===== src/rtl/i2c_transaction_arbiter.sv =====
// Round-robin arbiter sharing one I2C controller transaction port among NUM_REQUESTERS clients.
// The winner's descriptor is latched and held to completion; read bytes are routed back to it.

module i2c_transaction_arbiter #(
    parameter int NUM_REQUESTERS = 4,
    parameter int IDX_W          = $clog2(NUM_REQUESTERS)
) (
    input  logic                          clk,
    input  logic                          async_rst_n,
    input  logic                          clk_en,
    input  logic [NUM_REQUESTERS-1:0]     req_enable,
    input  logic [NUM_REQUESTERS-1:0]     req_valid,
    output logic [NUM_REQUESTERS-1:0]     req_ack,
    output logic [NUM_REQUESTERS-1:0]     req_error,
    input  logic [NUM_REQUESTERS-1:0]     req_ten_bit,
    input  logic [NUM_REQUESTERS-1:0]     req_rw,
    input  logic [8*NUM_REQUESTERS-1:0]   req_length,
    input  logic [10*NUM_REQUESTERS-1:0]  req_periph_addr,
    input  logic [8*NUM_REQUESTERS-1:0]   req_reg_addr,
    input  logic [8*NUM_REQUESTERS-1:0]   req_write_data,
    output logic [NUM_REQUESTERS-1:0]     rd_valid,
    input  logic [NUM_REQUESTERS-1:0]     rd_ready,
    output logic                          rd_last,
    output logic [7:0]                    rd_data,
    output logic [IDX_W-1:0]              grant_idx,
    output logic                          busy,
    output logic                          transaction_req,
    input  logic                          transaction_ack,
    output logic [7:0]                    transaction_length,
    output logic                          transaction_rw,
    output logic [9:0]                    transaction_peripheral_address,
    output logic [7:0]                    transaction_register_address,
    output logic [7:0]                    transaction_write_data,
    output logic                          ten_bit_addressing_enabled,
    input  logic                          read_req,
    output logic                          read_ack,
    input  logic                          read_last,
    input  logic [7:0]                    read_data
);

    localparam int N = NUM_REQUESTERS;

    typedef enum logic [1:0] {
        IDLE  = 2'd0,
        ISSUE = 2'd1,
        READ  = 2'd2
    } state_e;

    state_e           state_q, state_d;
    logic [IDX_W-1:0] grant_q, grant_d;
    logic [N-1:0]     ack_q, ack_d;
    logic [N-1:0]     err_q, err_d;
    logic             treq_q, treq_d;
    logic             busy_q, busy_d;
    logic [7:0]       len_q, len_d;
    logic             rw_q, rw_d;
    logic [9:0]       paddr_q, paddr_d;
    logic [7:0]       raddr_q, raddr_d;
    logic [7:0]       wdata_q, wdata_d;
    logic             ten_q, ten_d;

    logic [7:0]       len_arr   [N];
    logic [9:0]       paddr_arr [N];
    logic [7:0]       raddr_arr [N];
    logic [7:0]       wdata_arr [N];
    logic [N-1:0]     cand;
    logic [N-1:0]     win_oh;
    logic [N-1:0]     grant_oh;
    logic [IDX_W-1:0] win;
    logic             found;
    logic             in_read;

    for (genvar g = 0; g < N; g++) begin : g_client
        assign len_arr[g]   = req_length[8*g +: 8];
        assign paddr_arr[g] = req_periph_addr[10*g +: 10];
        assign raddr_arr[g] = req_reg_addr[8*g +: 8];
        assign wdata_arr[g] = req_write_data[8*g +: 8];
        assign win_oh[g]    = (win == IDX_W'(g));
        assign grant_oh[g]  = (grant_q == IDX_W'(g));
    end

    assign cand = req_valid & req_enable;

    // Search upward from the last grant so the previous winner is considered last.
    always_comb begin : arbitrate
        int idx;
        idx   = 0;
        found = 1'b0;
        win   = grant_q;
        for (int k = 1; k <= N; k++) begin
            idx = (int'(grant_q) + k) % N;
            if (!found && cand[IDX_W'(idx)]) begin
                found = 1'b1;
                win   = IDX_W'(idx);
            end
        end
    end

    // Read path is a pure mux so bytes pass through with no added latency.
    assign in_read  = (state_q == READ);
    assign rd_valid = (in_read && read_req) ? grant_oh : '0;
    assign read_ack = in_read & rd_ready[grant_q];
    assign rd_data  = in_read ? read_data : 8'd0;
    assign rd_last  = in_read & read_last;

    always_comb begin
        // NOTE: every _d starts as its _q so no branch below can leave one unassigned and infer a latch.
        state_d = state_q;
        grant_d = grant_q;
        ack_d   = ack_q;
        err_d   = err_q;
        treq_d  = treq_q;
        busy_d  = busy_q;
        len_d   = len_q;
        rw_d    = rw_q;
        paddr_d = paddr_q;
        raddr_d = raddr_q;
        wdata_d = wdata_q;
        ten_d   = ten_q;

        if (clk_en) begin
            ack_d = '0;
            err_d = '0;
            case (state_q)
                IDLE: begin
                    if (found) begin
                        grant_d = win;
                        len_d   = len_arr[win];
                        rw_d    = req_rw[win];
                        paddr_d = paddr_arr[win];
                        raddr_d = raddr_arr[win];
                        wdata_d = wdata_arr[win];
                        ten_d   = req_ten_bit[win];
                        if (len_arr[win] != 8'd0) begin
                            ack_d   = win_oh;
                            treq_d  = 1'b1;
                            busy_d  = 1'b1;
                            state_d = ISSUE;
                        end else begin
                            err_d = win_oh;
                        end
                    end
                end
                ISSUE: begin
                    if (transaction_ack) begin
                        treq_d = 1'b0;
                        if (rw_q) begin
                            busy_d  = 1'b0;
                            state_d = IDLE;
                        end else begin
                            state_d = READ;
                        end
                    end
                end
                READ: begin
                    if (read_req && read_ack && read_last) begin
                        busy_d  = 1'b0;
                        state_d = IDLE;
                    end
                end
                default: begin
                    treq_d  = 1'b0;
                    busy_d  = 1'b0;
                    state_d = IDLE;
                end
            endcase
        end
    end

    always_ff @(posedge clk or negedge async_rst_n) begin
        if (!async_rst_n) begin
            state_q <= IDLE;
            grant_q <= IDX_W'(N - 1);
            ack_q   <= '0;
            err_q   <= '0;
            treq_q  <= 1'b0;
            busy_q  <= 1'b0;
            len_q   <= 8'd0;
            rw_q    <= 1'b0;
            paddr_q <= 10'd0;
            raddr_q <= 8'd0;
            wdata_q <= 8'd0;
            ten_q   <= 1'b0;
        end else begin
            // NOTE: non-blocking assignments keep every flop sampling pre-edge values regardless of statement order.
            state_q <= state_d;
            grant_q <= grant_d;
            ack_q   <= ack_d;
            err_q   <= err_d;
            treq_q  <= treq_d;
            busy_q  <= busy_d;
            len_q   <= len_d;
            rw_q    <= rw_d;
            paddr_q <= paddr_d;
            raddr_q <= raddr_d;
            wdata_q <= wdata_d;
            ten_q   <= ten_d;
        end
    end

    assign req_ack                        = ack_q;
    assign req_error                      = err_q;
    assign grant_idx                      = grant_q;
    assign busy                           = busy_q;
    assign transaction_req                = treq_q;
    assign transaction_length             = len_q;
    assign transaction_rw                 = rw_q;
    assign transaction_peripheral_address = paddr_q;
    assign transaction_register_address   = raddr_q;
    assign transaction_write_data         = wdata_q;
    assign ten_bit_addressing_enabled     = ten_q;

endmodule


===== config.mk =====
export PLATFORM = sky130hd
export DESIGN_NAME = i2c_transaction_arbiter
export DESIGN_NICKNAME = d
export VERILOG_FILES = /design/src/rtl/i2c_transaction_arbiter.sv
export SDC_FILE = /design/constraint.sdc
export NUM_CORES = 1
export LEC_CHECK = 0
export ABC_CLOCK_PERIOD_IN_PS = 2990
export CAP_MARGIN = 20
export CELL_PAD_IN_SITES_DETAIL_PLACEMENT = 1
export CELL_PAD_IN_SITES_GLOBAL_PLACEMENT = 2
export CORE_MARGIN = 5
export CORE_UTILIZATION = 18
export DETAILED_ROUTE_END_ITERATION = 12
export PLACE_DENSITY = 0.76
export SYNTH_ARGS = -nofsm -noshare
export SYNTH_HDL_FRONTEND = slang
export SYNTH_SLANG_ARGS = --single-unit

===== constraint.sdc =====
create_clock -name clk -period 2.99 [get_ports clk]
set_input_delay 0.598 -clock clk [delete_from_list [all_inputs] [get_ports clk]]
set_output_delay 0.598 -clock clk [all_outputs]
set_load 0.01 [all_outputs]

# Yosys cells after proc, flatten, opt, wreduce, memory -nomap -nowiden
# Index checks and enable logic that the tools add are counted.
[word_totals] word_cells=118 out_inout_bits=62 input_bits=170 reg_bits=50
[classes] n_addsub=4 mux=60 n_lt_le_gt_ge=7 bitwise=5 n_reduce_logical=17 eq_ne=13
[op_table] operator="8-bit two-way mux" n=7
[op_table] operator="8-bit binary-select mux with 2-bit select" n=3
[op_table] operator="4-bit two-way mux" n=7
[op_table] operator="1-bit two-way mux" n=21
[op_table] operator="10-bit binary-select mux with 2-bit select" n=1
[op_table] operator="10-bit two-way mux" n=2
[op_table] operator="2-bit two-way mux" n=9
[op_table] operator="2-bit by 4-bit < comparator with 1-bit output, second input constant" n=4
[op_table] operator="1-bit binary-select mux with 2-bit select" n=7
[op_table] operator="2-bit equality test, second input constant" n=5
[op_table] operator="5-bit AND reduction" n=2
[op_table] operator="2-bit != test, second input constant" n=4
[op_table] operator="8-bit nonzero test" n=1
[op_table] operator="2-bit by 1-bit equality test with 1-bit output, second input constant" n=3
[op_table] operator="1-bit logical AND" n=6
[op_table] operator="2-bit logical NOT" n=3
[op_table] operator="2-bit by 3-bit < comparator with 1-bit output, second input constant" n=2
[op_table] operator="1-bit one-hot mux with 3 select lines" n=2
[op_table] operator="2-bit one-hot mux with 3 select lines" n=1
[op_table] operator="6-bit AND reduction" n=1
[op_table] operator="2-bit by 1-bit adder with 2-bit output, second input constant" n=2
[op_table] operator="2-bit adder, second input constant" n=2
[op_table] operator="4-bit bitwise AND" n=1
[op_table] operator="3-bit >= comparator, second input constant" n=1
[op_table] operator="other kinds (6)" n=9

# Longest topological paths before layout
# Gate-level depths: netlist (run 1).
[depth] word_depth=22 ltp_mapped=12

# Worst setup path before layout (run 1)
# OpenSTA, ideal clock, no wires.
[synth_path] kind="reg2reg" start="register grant_q[0] (netlist: grant_idx[0])" end="register busy_q (netlist: busy)" t_arrival_ns=3.036 t_required_ns=2.848 path_buffers=4 stages_incl_launch_ff=13 period_less_slack_ns=3.178 path_slack_ns=-0.188 cell_sequence="dfstp_2 > buf_2 > clkinv_1 > ha_1 > buf_2 > inv_2 > mux4_2 > a211oi_1 > o32ai_2 > buf_4 > buf_6 > mux2i_1 > o221ai_1"
[synth_via] elab_chain_len=21 word_cells_on_any_way=44
[synth_lines] element="start, declared" line_no="50" source="logic [IDX_W-1:0] grant_q, grant_d;"
[synth_lines] element="start signal, assigned" line_no="173" source="grant_q <= IDX_W'(N - 1);"
[synth_lines] element="start signal, assigned" line_no="187" source="grant_q <= grant_d;"
[synth_lines] element="2-bit by 1-bit adder with 2-bit output" line_no="91" source="idx = (int'(grant_q) + k) % N;"
[synth_lines] element="1-bit binary-select mux with 2-bit select" line_no="92" source="if (!found && cand[IDX_W'(idx)]) begin"
[synth_lines] element="1-bit two-way mux (not written as such) (2 in a row)" line_no="92"
[synth_lines] element="1-bit two-way mux" line_no="92"
[synth_lines] element="1-bit logical NOT" line_no="92"
[synth_lines] element="1-bit logical AND" line_no="92"
[synth_lines] element="1-bit two-way mux" line_no="92"
[synth_lines] element="1-bit logical NOT" line_no="92"
[synth_lines] element="[3 not listed]"
[synth_lines] element="1-bit logical AND" line_no="92"
[synth_lines] element="2-bit two-way mux" line_no="92"
[synth_lines] element="2-bit NOT with 3-bit output (not written as such)" line_no="134" source="if (len_arr[win] != 8'd0) begin"
[synth_lines] element="8-bit binary-select mux with 2-bit select" line_no="134"
[synth_lines] element="8-bit two-way mux (not written as such) (2 in a row)" line_no="134"
[synth_lines] element="8-bit nonzero test" line_no="134"
[synth_lines] element="2-bit != test (no source line)"
[synth_lines] element="6-bit AND reduction (no source line) *"
[synth_lines] element="end signal, assigned" line_no="191" source="busy_q <= busy_d;"
[synth_lines] element="end, declared" line_no="54" source="logic busy_q, busy_d;"
# Mark *: on every way between the ends. The rest lies on a longest branch, timed or not. The select of a mux whose other input is x is not followed.
# A chain may end at the register's enable or synchronous reset.

# Final worst setup path (run 1)
[layout_path] start="input port req_valid[3]" end="register len_q[5] (netlist: transaction_length[5])"
[layout_via] elab_chain_len=18 word_cells_on_any_way=32
[layout_lines] element="start, declared" line_no="12" source="input logic [NUM_REQUESTERS-1:0] req_valid,"
[layout_lines] element="4-bit bitwise AND *" line_no="82" source="assign cand = req_valid & req_enable;"
[layout_lines] element="1-bit binary-select mux with 2-bit select" line_no="92"
[layout_lines] element="1-bit two-way mux (not written as such) (2 in a row)" line_no="92"
[layout_lines] element="1-bit two-way mux" line_no="92"
[layout_lines] element="1-bit logical NOT" line_no="92"
[layout_lines] element="1-bit logical AND" line_no="92"
[layout_lines] element="1-bit two-way mux" line_no="92"
[layout_lines] element="1-bit logical NOT" line_no="92"
[layout_lines] element="1-bit logical AND" line_no="92"
[layout_lines] element="1-bit two-way mux" line_no="92"
[layout_lines] element="1-bit logical NOT" line_no="92"
[layout_lines] element="1-bit logical AND" line_no="92"
[layout_lines] element="2-bit two-way mux" line_no="92"
[layout_lines] element="2-bit NOT with 3-bit output (not written as such)" line_no="128" source="len_d = len_arr[win];"
[layout_lines] element="8-bit binary-select mux with 2-bit select" line_no="128"
[layout_lines] element="8-bit two-way mux (not written as such) (2 in a row)" line_no="128"
[layout_lines] element="end signal, assigned" line_no="192" source="len_q <= len_d;"
[layout_lines] element="end, declared" line_no="55" source="logic [7:0] len_q, len_d;"
# Marks and branches as above.

==> flow_metrics.tcl, run 1 <==
set metrics [dict create \
    outcome "finished clean" \
    synth_top_cell_by_area "dfrtp_1" \
    synth_cell_types 41 \
    grt_pass1_wl_mm 24.5 \
    num_antenna_cells 0 \
    finalSetupViolations 0 \
    die_w_um 148 \
    max-cap-violations 0 \
    critical_path.max_stage_delay_ps 510 \
    final_hold_viol_count 0 \
    maxSlewViolCount 0 \
    clk_pin_slew_ps 70 \
    wl_per_cell_um 18.8 \
    rows 50 \
    startpoint_type "input port" \
    grt_usage 0.139 \
    pin_count 232 \
    grt_pass1_vias 4450 \
    cts_tree "done" \
    insertion_delay_ps 300 \
    reg2reg_setup_slack_ps 140 \
    critPathCapture "transaction_length[5]$_DFFE_PN0P_" \
    syn_nets 513 \
    finalNetCount 773 \
    drtIter0Drc 122 \
    cp.required_ps 3160 \
    ys_warn_count 0 \
    setup.worst_path.start "req_valid[3]" \
    fillCellCount 2122 \
    reg2reg_to "transaction_length[5]$_DFFE_PN0P_" \
    root_buffer "clkbuf_16" \
    cpMaxStageDelayCell "mux4_2" \
    cts_buffers 5 \
    path_cells "clkdlybuf4s50_1, and2_1, mux4_2, buf_4, a211oi_4, o32ai_4, buf_12, buf_12, buf_12, mux2i_1, o221ai_1" \
    area_delta_synth_final_pct 93.4 \
    dp_cells 820 \
    worstPathArrival_ps 3050 \
    synth-seq-cells 50 \
    clk_path_buf_depth 2 \
    period_share 0.964 \
    fin_skew_ps 6.15 \
    grt_max_degree 27 \
    syn_inst 339 \
    routed_wirelength_mm 15.7 \
    ant_nets 0 \
    synth_top_area_frac 0.350 \
    cellPowerDensity_nw_per_um2 951 \
    worst_pin_slew_ps 646 \
    ir_worst_vdd_uv 351 \
    final_common_cell "clkdlybuf4s50_1" \
    ys_top_cells_by_area "dfrtp_1, mux2i_1, o221ai_1" \
    leakagePower_nw 2.89 \
    final_cell_mix "clkdlybuf4s50_1, mux2i_1, dfrtp_1, nand2_1, o221ai_1" \
    dr.pass1.iters 4 \
    synth-seq-area-share 0.365 \
    cp_common_cell "buf_12" \
    layoutNonFillerInstCount 834 \
    drc 0 \
    clkSinkCount 50 \
    htree_levels 2 \
    hpwl_mm 12.8 \
    portBuffers 231 \
    overflow 0 \
    end_kind "flip-flop" \
    via_count 3857 \
    clock.fmax_mhz 347 \
    ys.flop_type "dfrtp_1" \
    viasPerCell 4.62 \
    syn_avg_cell_area_um2 10.1 \
    start_util 0.183 \
    coreArea_um2 18800 \
    path_class "in2reg" \
    die_h_um 148 \
    dieArea_um2 21900 \
    async_flop_share 1.00 \
    synth_area_um2 3430 \
    hp-class "in2async" \
    ff2ff_path_depth 11 \
    grt_antenna_before_repair 0 \
    worst-path-max-fanout 11 \
    min_period_ps 2880 \
    gp_congestion 0.796 \
    slew_headroom 0.569 \
    synth_edf_count 0 \
    total_power_mw 6.32 \
    worstReg2RegStart "grant_idx[0]$_DFFE_PN1P_" \
    drive_gt1_frac 0.138 \
]
-- worst max-delay path: cells and delay by family --
family	cells	cell delay (ps)
buf+inv	5	1060
compound gates	3	480
mux	2	700
simple gates	1	200
-- sequential cells by signal (all words and copies together), names as in the netlist --
signal and count:
transaction_peripheral_address 10, transaction_length 8, transaction_register_address 8, transaction_write_data 8, req_ack 4, req_error 4, grant_idx 2, state_q 2
busy 1, ten_bit_addressing_enabled 1, transaction_req 1, transaction_rw 1
-- metrics by stage --
stage / hold slack (ps) / TNS, ps / utilization / setup slack [ps] / cell area, um2
4_1_cts: 345 / 0 / 0.348 / 1.12 / 6530
3_5_place_dp: 474 / -7500 / 0.336 / -247 / 6310
6_report: 318 / 0 / 0.354 / 106 / 6640
3_3_place_gp: 468 / -5110 / 0.336 / -159 / 6310
5_1_grt: 367 / -1.69 / 0.354 / -1.69 / 6640
2_1_floorplan: 302 / 0 / - / 7.25 / 3440
-- kinds of logic after synthesis --
kind of cell	Yosys count	synth area share
and+or+nand+nor	93	0.132
muxes	78	0.242
AOI/OAI and AO/OA	71	0.172
DFF	50	0.365
buffers and inverters	41	0.0699
adders and majority gates	4	0.0146
xor gates and xnor gates	2	0.00510
-- metal layers --
metal	vias up	part of all wire	global-route usage
met4	0	0.018	0.0402
met1	1878	0.39	0.155
met5	-	0	0
met3	16	0.072	0.0427
li1	1812	-	-
met2	151	0.52	0.256
-- layout make-up --
cell class                 count  area, um2  area share
tap                          234        293      0.0441
timing repair buffer         280       2850       0.429
clock inverter                 3       47.5     0.00716
clock buffer                   5        125      0.0188
sequential                    50       1250       0.189
multi-input combinational    248       2020       0.304
inverter                      14       53.8     0.00810
-- timing repair --
| item | 4_1_cts | 5_1_grt |
|---|---|---|
| hold buffers | 0 | 0 |
| gates resized for setup | 4 | 8 |
| pin swaps | 1 | 3 |
| hold endpoints to repair | 0 | 0 |
| setup endpoints to repair | 15 | 42 |
| setup buffers | 2 | 2 |
| cloned | 0 | 2 |
-- Yosys cell counts, types with 3 or more instances --
cell type  instances
a21oi_1            3
a31oi_1            4
and2_1            14
and3_1             6
buf_2              6
buf_4              7
buf_6              7
clkbuf_1           7
dfrtp_1           48
ha_1               4
inv_1             10
inv_2              3
mux2i_1           74
mux4_2             4
nand2_1           47
nand3_1            5
nor2_1             4
nor4_1             8
o21ai_0            4
o221ai_1          39
o32ai_1            5
-- how the worst min path moves through the flow --
stage                                           startpoint                                           to  cells after the start
5_1_grt                                        async_rst_n                     req_error[1]$_DFFE_PN0P_                      1
3_3_place_gp   transaction_register_address[4]$_DFFE_PN0P_  transaction_register_address[4]$_DFFE_PN0P_                      2
2_1_floorplan                                  async_rst_n                             busy$_DFFE_PN0P_                      0
6_report                                       async_rst_n            transaction_length[3]$_DFFE_PN0P_                      1
3_5_place_dp   transaction_register_address[6]$_DFFE_PN0P_  transaction_register_address[6]$_DFFE_PN0P_                      2
4_1_cts                                        async_rst_n            transaction_length[3]$_DFFE_PN0P_                      1
-- report_power, final --
group	internal [mW]	switching [mW]	total, mW
Sequential	0.967	0.171	1.14
Combinational	2.54	1.96	4.50
Clock	0.400	0.278	0.678
Note: power is estimated with default switching activity, not from simulation.
==> run 2, diff against run 1 <==
--- a/config.mk
+++ b/config.mk
@@ -5,14 +5,14 @@
 export SDC_FILE = /design/constraint.sdc
 export NUM_CORES = 1
 export LEC_CHECK = 0
-export ABC_CLOCK_PERIOD_IN_PS = 2990
+export ABC_CLOCK_PERIOD_IN_PS = 3100
 export CAP_MARGIN = 20
 export CELL_PAD_IN_SITES_DETAIL_PLACEMENT = 1
 export CELL_PAD_IN_SITES_GLOBAL_PLACEMENT = 2
 export CORE_MARGIN = 5
-export CORE_UTILIZATION = 18
+export CORE_UTILIZATION = 20
 export DETAILED_ROUTE_END_ITERATION = 12
-export PLACE_DENSITY = 0.76
+export PLACE_DENSITY = 0.8
 export SYNTH_ARGS = -nofsm -noshare
 export SYNTH_HDL_FRONTEND = slang
 export SYNTH_SLANG_ARGS = --single-unit
==> constraint.sdc (replaced) <==
create_clock -name clk -period 3.1 [get_ports clk]
set_input_delay 0.62 -clock clk [delete_from_list [all_inputs] [get_ports clk]]
set_output_delay 0.62 -clock clk [all_outputs]
set_load 0.01 [all_outputs]
==> flow_metrics.tcl, run 2 (same netlist as run 1, synthesis figures left out) <==
set metrics [dict create \
    root_buffer "clkbuf_16" \
    slew_headroom 0.560 \
    start_util 0.201 \
    dieArea_um2 19900 \
    end_kind "flip-flop" \
    switchingPower_mw 2.23 \
    viasPerCell 4.66 \
    cellPowerDensity_nw_per_um2 886 \
    cts_buffers 5 \
    final_common_cell "clkdlybuf4s50_1" \
    rows 48 \
    drtIter0Drc 88 \
    reg2reg_to "ten_bit_addressing_enabled$_DFFE_PN0P_" \
    area_delta_synth_final_pct 88.1 \
    critPathCapture "ten_bit_addressing_enabled$_DFFE_PN0P_" \
    leakagePower_nw 2.82 \
    gp_congestion 0.875 \
    cell_internal_pwr_mw 3.49 \
    fin_tns_setup_ps 0 \
    clock.fmax_mhz 334 \
    grt_pass1_vias 4340 \
    switching_share 0.390 \
    die_w_um 141 \
    worst_slack_ps 108 \
    hold_buffers 0 \
    coreArea_um2 17100 \
    grt_usage 0.152 \
    pwr-share-comb 0.698 \
    fin_skew_ps 3.89 \
    p_seq_frac 0.191 \
    largest_register_ffs 10 \
    dr.pass1.iters 4 \
    p_clk_frac 0.110 \
    final_cell_area_um2 6460 \
    grt_pass1_wl_mm 24.2 \
    startpoint_type "input port" \
    insertion_delay_ps 290 \
    layoutNonFillerInstCount 818 \
    path_class "in2reg" \
    hp-class "in2async" \
    clkSinkCount 50 \
    pre_cts_ws_ps -180 \
    min_period_ps 2990 \
    worstPathArrival_ps 3160 \
    hpwl_mm 12.8 \
    htree_levels 2 \
    grt_max_degree 32 \
    dp_cells 805 \
    total_power_mw 5.72 \
    postPlaceCellArea_um2 6210 \
    worstReg2RegStart "grant_idx[0]$_DFFE_PN1P_" \
    pin_count 232 \
    routed_wirelength_mm 15.9 \
    drive_gt1_frac 0.123 \
    worst-path-max-fanout 10 \
    period_share 0.965 \
    reg2reg_setup_slack_ps 150 \
    via_count 3808 \
    clk_pin_slew_ps 70 \
    maxSlewViolCount 0 \
    setup.worst_path.start "req_valid[3]" \
    ff2ff_path_depth 12 \
    cp.required_ps 3270 \
    final_hold_viol_count 0 \
    portBuffers 231 \
    finalSetupViolations 0 \
    final_cell_mix "clkdlybuf4s50_1, mux2i_1, dfrtp_1, nand2_1, o221ai_1" \
    die_h_um 141 \
    wl_per_cell_um 19.4 \
    overflow 0 \
    outcome "finished clean" \
    drc 0 \
    num_antenna_cells 0 \
    cts_tree "done" \
    grt_antenna_before_repair 0 \
    ir_worst_vdd_uv 534 \
    finalNetCount 766 \
    max-cap-violations 0 \
    worst_pin_slew_ps 659 \
    ant_nets 0 \
    clk_path_buf_depth 2 \
]
-- run 2: cell count changes in the layout (fill, tap and decap cells not counted), moves of 2 or more --
cell,delta
mux2i_1,+2
clkbuf_16,-2
clkinv_2,+2
mux2i_2,-2
buf_4,-2
buf_12,-4
a211oi_1,+2
-- run 2: cell type report --
cell class                      count  area, um2
Multi-Input combinational cell    248       1990
Timing Repair Buffer              273       2720
Inverter                           14       53.8
Tap cell                          225        282
Sequential cell                    50       1250
Fill cell                        1920      10600
Clock buffer                        5        125
Clock inverter                      3       40.0
-- run 2: per-layer routing --
| layer | vias to the layer above | wire length (um) | GRT usage |
|---|---|---|---|
| li1 | 1797 | - | - |
| met1 | 1846 | 6210 | 0.172 |
| met2 | 147 | 8350 | 0.288 |
| met4 | 0 | 328 | 0.0413 |
| met5 | - | 0 | 0 |
| met3 | 18 | 1010 | 0.0319 |
-- run 2: worst min path at each step --
stage / from / cells past startpoint / slack (ps) / end
4_1_cts: async_rst_n / 1 / 380 / transaction_write_data[7]$_DFFE_PN0P_
5_1_grt: async_rst_n / 1 / 410 / transaction_write_data[7]$_DFFE_PN0P_
3_3_place_gp: transaction_register_address[4]$_DFFE_PN0P_ / 2 / 470 / transaction_register_address[4]$_DFFE_PN0P_
2_1_floorplan: async_rst_n / 0 / 320 / busy$_DFFE_PN0P_
3_5_place_dp: transaction_register_address[1]$_DFFE_PN0P_ / 2 / 480 / transaction_register_address[1]$_DFFE_PN0P_
6_report: async_rst_n / 1 / 360 / transaction_peripheral_address[8]$_DFFE_PN0P_
-- run 2: stage by stage --
step                      hold WS, ps  utilization
after floorplan                   324            -
after global placement            470        0.364
after detailed placement          480        0.364
after CTS                         381        0.374
after global routing              408        0.379
final                             357        0.379
-- run 2: power groups by stage --
stage                     Clock [mW]  Sequential (mW)  Combinational, mW
after floorplan                    0             1.22               2.04
after global placement             0             1.09               3.74
after detailed placement           0             1.11               3.86
after CTS                      0.663             1.10               3.87
after global routing           0.687             1.13               4.28
final                          0.632             1.10               4.00
-- run 2: critical path: stages --
cell	delay [ps]
clkdlybuf4s50_1	430
and2_1	200
mux4_2	500
a21o_1	210
o32ai_4	400
buf_12	190
buf_12	100
buf_12	130
mux2i_2	240
o221ai_2	130
-- run 2: what timing repair did --
item,4_1_cts,5_1_grt
buffers inserted,0,5
endpoints found under the setup margin,0,7
gates resized for setup,0,10
==> run 3, diff against run 2 <==
--- a/config.mk
+++ b/config.mk
@@ -13,6 +13,7 @@
 export CORE_UTILIZATION = 20
 export DETAILED_ROUTE_END_ITERATION = 12
 export PLACE_DENSITY = 0.8
+export SETUP_SLACK_MARGIN = 0.5
 export SYNTH_ARGS = -nofsm -noshare
 export SYNTH_HDL_FRONTEND = slang
 export SYNTH_SLANG_ARGS = --single-unit
==> flow_metrics.tcl, run 3 (same netlist as run 1, synthesis figures left out) <==
set metrics [dict create \
    outcome "finished clean" \
    finalNetCount 785 \
    path_class "reg2reg" \
    path_cells "clkinv_8, ha_4, inv_4, mux4_2, buf_4, o21bai_4, xnor2_4, or2_4, buf_4, o32ai_4" \
    max-cap-violations 0 \
    portBuffers 231 \
    crit_buf_inv 4 \
    hold_ws_ps 460 \
    final_cell_area_um2 7140 \
    drive_gt1_frac 0.207 \
    clock.fmax_mhz 348 \
    drc 0 \
    htree_levels 2 \
    grt_max_degree 51 \
    clk_pin_slew_ps 70 \
    ir_worst_vdd_uv 370 \
    worst_pin_slew_ps 729 \
    drtIter0Drc 110 \
    startpoint_type "flip-flop" \
    clk_path_buf_depth 2 \
    worstReg2RegStart "grant_idx[0]$_DFFE_PN1P_" \
    rows 48 \
    ff2ff_path_depth 10 \
    period_share 0.927 \
    hp-class "in2async" \
    coreArea_um2 17100 \
    final_common_cell "clkdlybuf4s50_1" \
    routed_wirelength_mm 17.8 \
    ant_nets 0 \
    postPlaceCellArea_um2 6220 \
    insertion_delay_ps 290 \
    gp_congestion 0.833 \
    area_delta_synth_final_pct 108 \
    grt_antenna_before_repair 0 \
    cellPowerDensity_nw_per_um2 953 \
    final_hold_viol_count 0 \
    m1WireLength_mm 7.38 \
    cp.required_ps 3290 \
    dr_wl_met3_mm 1.08 \
    worst-path-max-fanout 6 \
    clkSinkCount 50 \
    maxSlewViolCount 0 \
    overflow 0 \
    dieArea_um2 19900 \
    cpMaxStageDelayCell "dfstp_2" \
    largest_register_ffs 10 \
    slew_headroom 0.514 \
    pin_count 232 \
    final_cell_mix "clkdlybuf4s50_1, mux2i_1, dfrtp_1, nand2_1, buf_4" \
    hold_buffers 0 \
    rsz0062_at_grt "yes" \
    critPathTopFamily "flip-flops" \
    worstPathArrival_ps 3060 \
    cts_tree "done" \
    fin_skew_ps 5.72 \
    cts_buffers 5 \
    wl_per_cell_um 21.3 \
    fin_tns_setup_ps 0 \
    die_w_um 141 \
    num_antenna_cells 0 \
    root_buffer "clkbuf_16" \
    end_kind "flip-flop" \
    reg2reg_setup_slack_ps 230 \
    wl_met2_mm 9.11 \
    finalSetupViolations 0 \
    routed.top_layer "met4" \
    start_util 0.201 \
    reg2reg_to "req_error[1]$_DFFE_PN0P_" \
    critical_path.max_stage_delay_ps 620 \
    hpwl_mm 12.7 \
    grt_usage 0.160 \
    dr.pass1.iters 4 \
    viasPerCell 4.75 \
    min_period_ps 2870 \
    cp_common_cell "buf_4" \
    grt_pass1_wl_mm 25.1 \
    grt_pass1_vias 4330 \
    via_count 3967 \
    leakagePower_nw 3.06 \
    die_h_um 141 \
    fillCellCount 1872 \
]
## run 3: cell types whose count changed in the layout (fill, tap and decap cells not counted), moves of 4 or more
cell             previous run  this run
buf_6                       1         5
buf_8                       0         5
clkbuf_16                   5        10
clkdlybuf4s50_1           229       218
dlygate4sd2_1               0        11
mux2i_1                    71        63
mux2i_4                     0         7
o221ai_1                   38        23
o221ai_2                    1        16
o32ai_1                     5         0
## run 3: where the power goes
part,switching [mW],internal (mW)
Combinational,2.23,2.90
Sequential,0.177,0.934
Clock,0.251,0.313
Total,2.65,4.15
## run 3: stage by stage
stage | power [mW] | util | cells | setup slack [ps]
2_1_floorplan | 3.35 | - | 339 | 321
3_3_place_gp | 4.83 | 0.365 | 796 | -58.4
3_5_place_dp | 4.94 | 0.365 | 796 | -178
4_1_cts | 6.24 | 0.391 | 816 | 254
5_1_grt | 7.20 | 0.419 | 835 | 143
6_report | 6.81 | 0.419 | 835 | 227
## run 3: final cells by class
cell class                 count  area (um2)  area share
inverter                      14        75.1      0.0105
clock buffer                   6         139      0.0195
sequential                    50        1250       0.176
tap                          225         282      0.0394
timing repair buffer         290        3050       0.427
multi-input combinational    250        2340       0.328
## run 3: routing by layer
metal	GRT usage	up-vias
met5	0	-
met4	0.0377	0
met3	0.0387	16
met2	0.283	164
met1	0.195	1947
li1	-	1840
## run 3: worst max-delay path by stage
stage,slack (ps),end,from,depth (start not counted)
finish,230,req_error[1]$_DFFE_PN0P_,grant_idx[0]$_DFFE_PN1P_,10
global route,140,transaction_register_address[3]$_DFFE_PN0P_,grant_idx[0]$_DFFE_PN1P_,10
CTS,250,transaction_register_address[3]$_DFFE_PN0P_,grant_idx[0]$_DFFE_PN1P_,11
detailed placement,-180,transaction_write_data[2]$_DFFE_PN0P_,req_valid[1],9
global placement,-60,transaction_write_data[1]$_DFFE_PN0P_,req_valid[0],9
floorplan,320,req_error[3]$_DFFE_PN0P_,grant_idx[0]$_DFFE_PN1P_,11
## run 3: timing repair
item	4_1_cts	5_1_grt
endpoints found under the setup margin	60	51
setup buffers	12	10
cloned	2	9
gates resized for setup	48	40
pin swaps	14	9
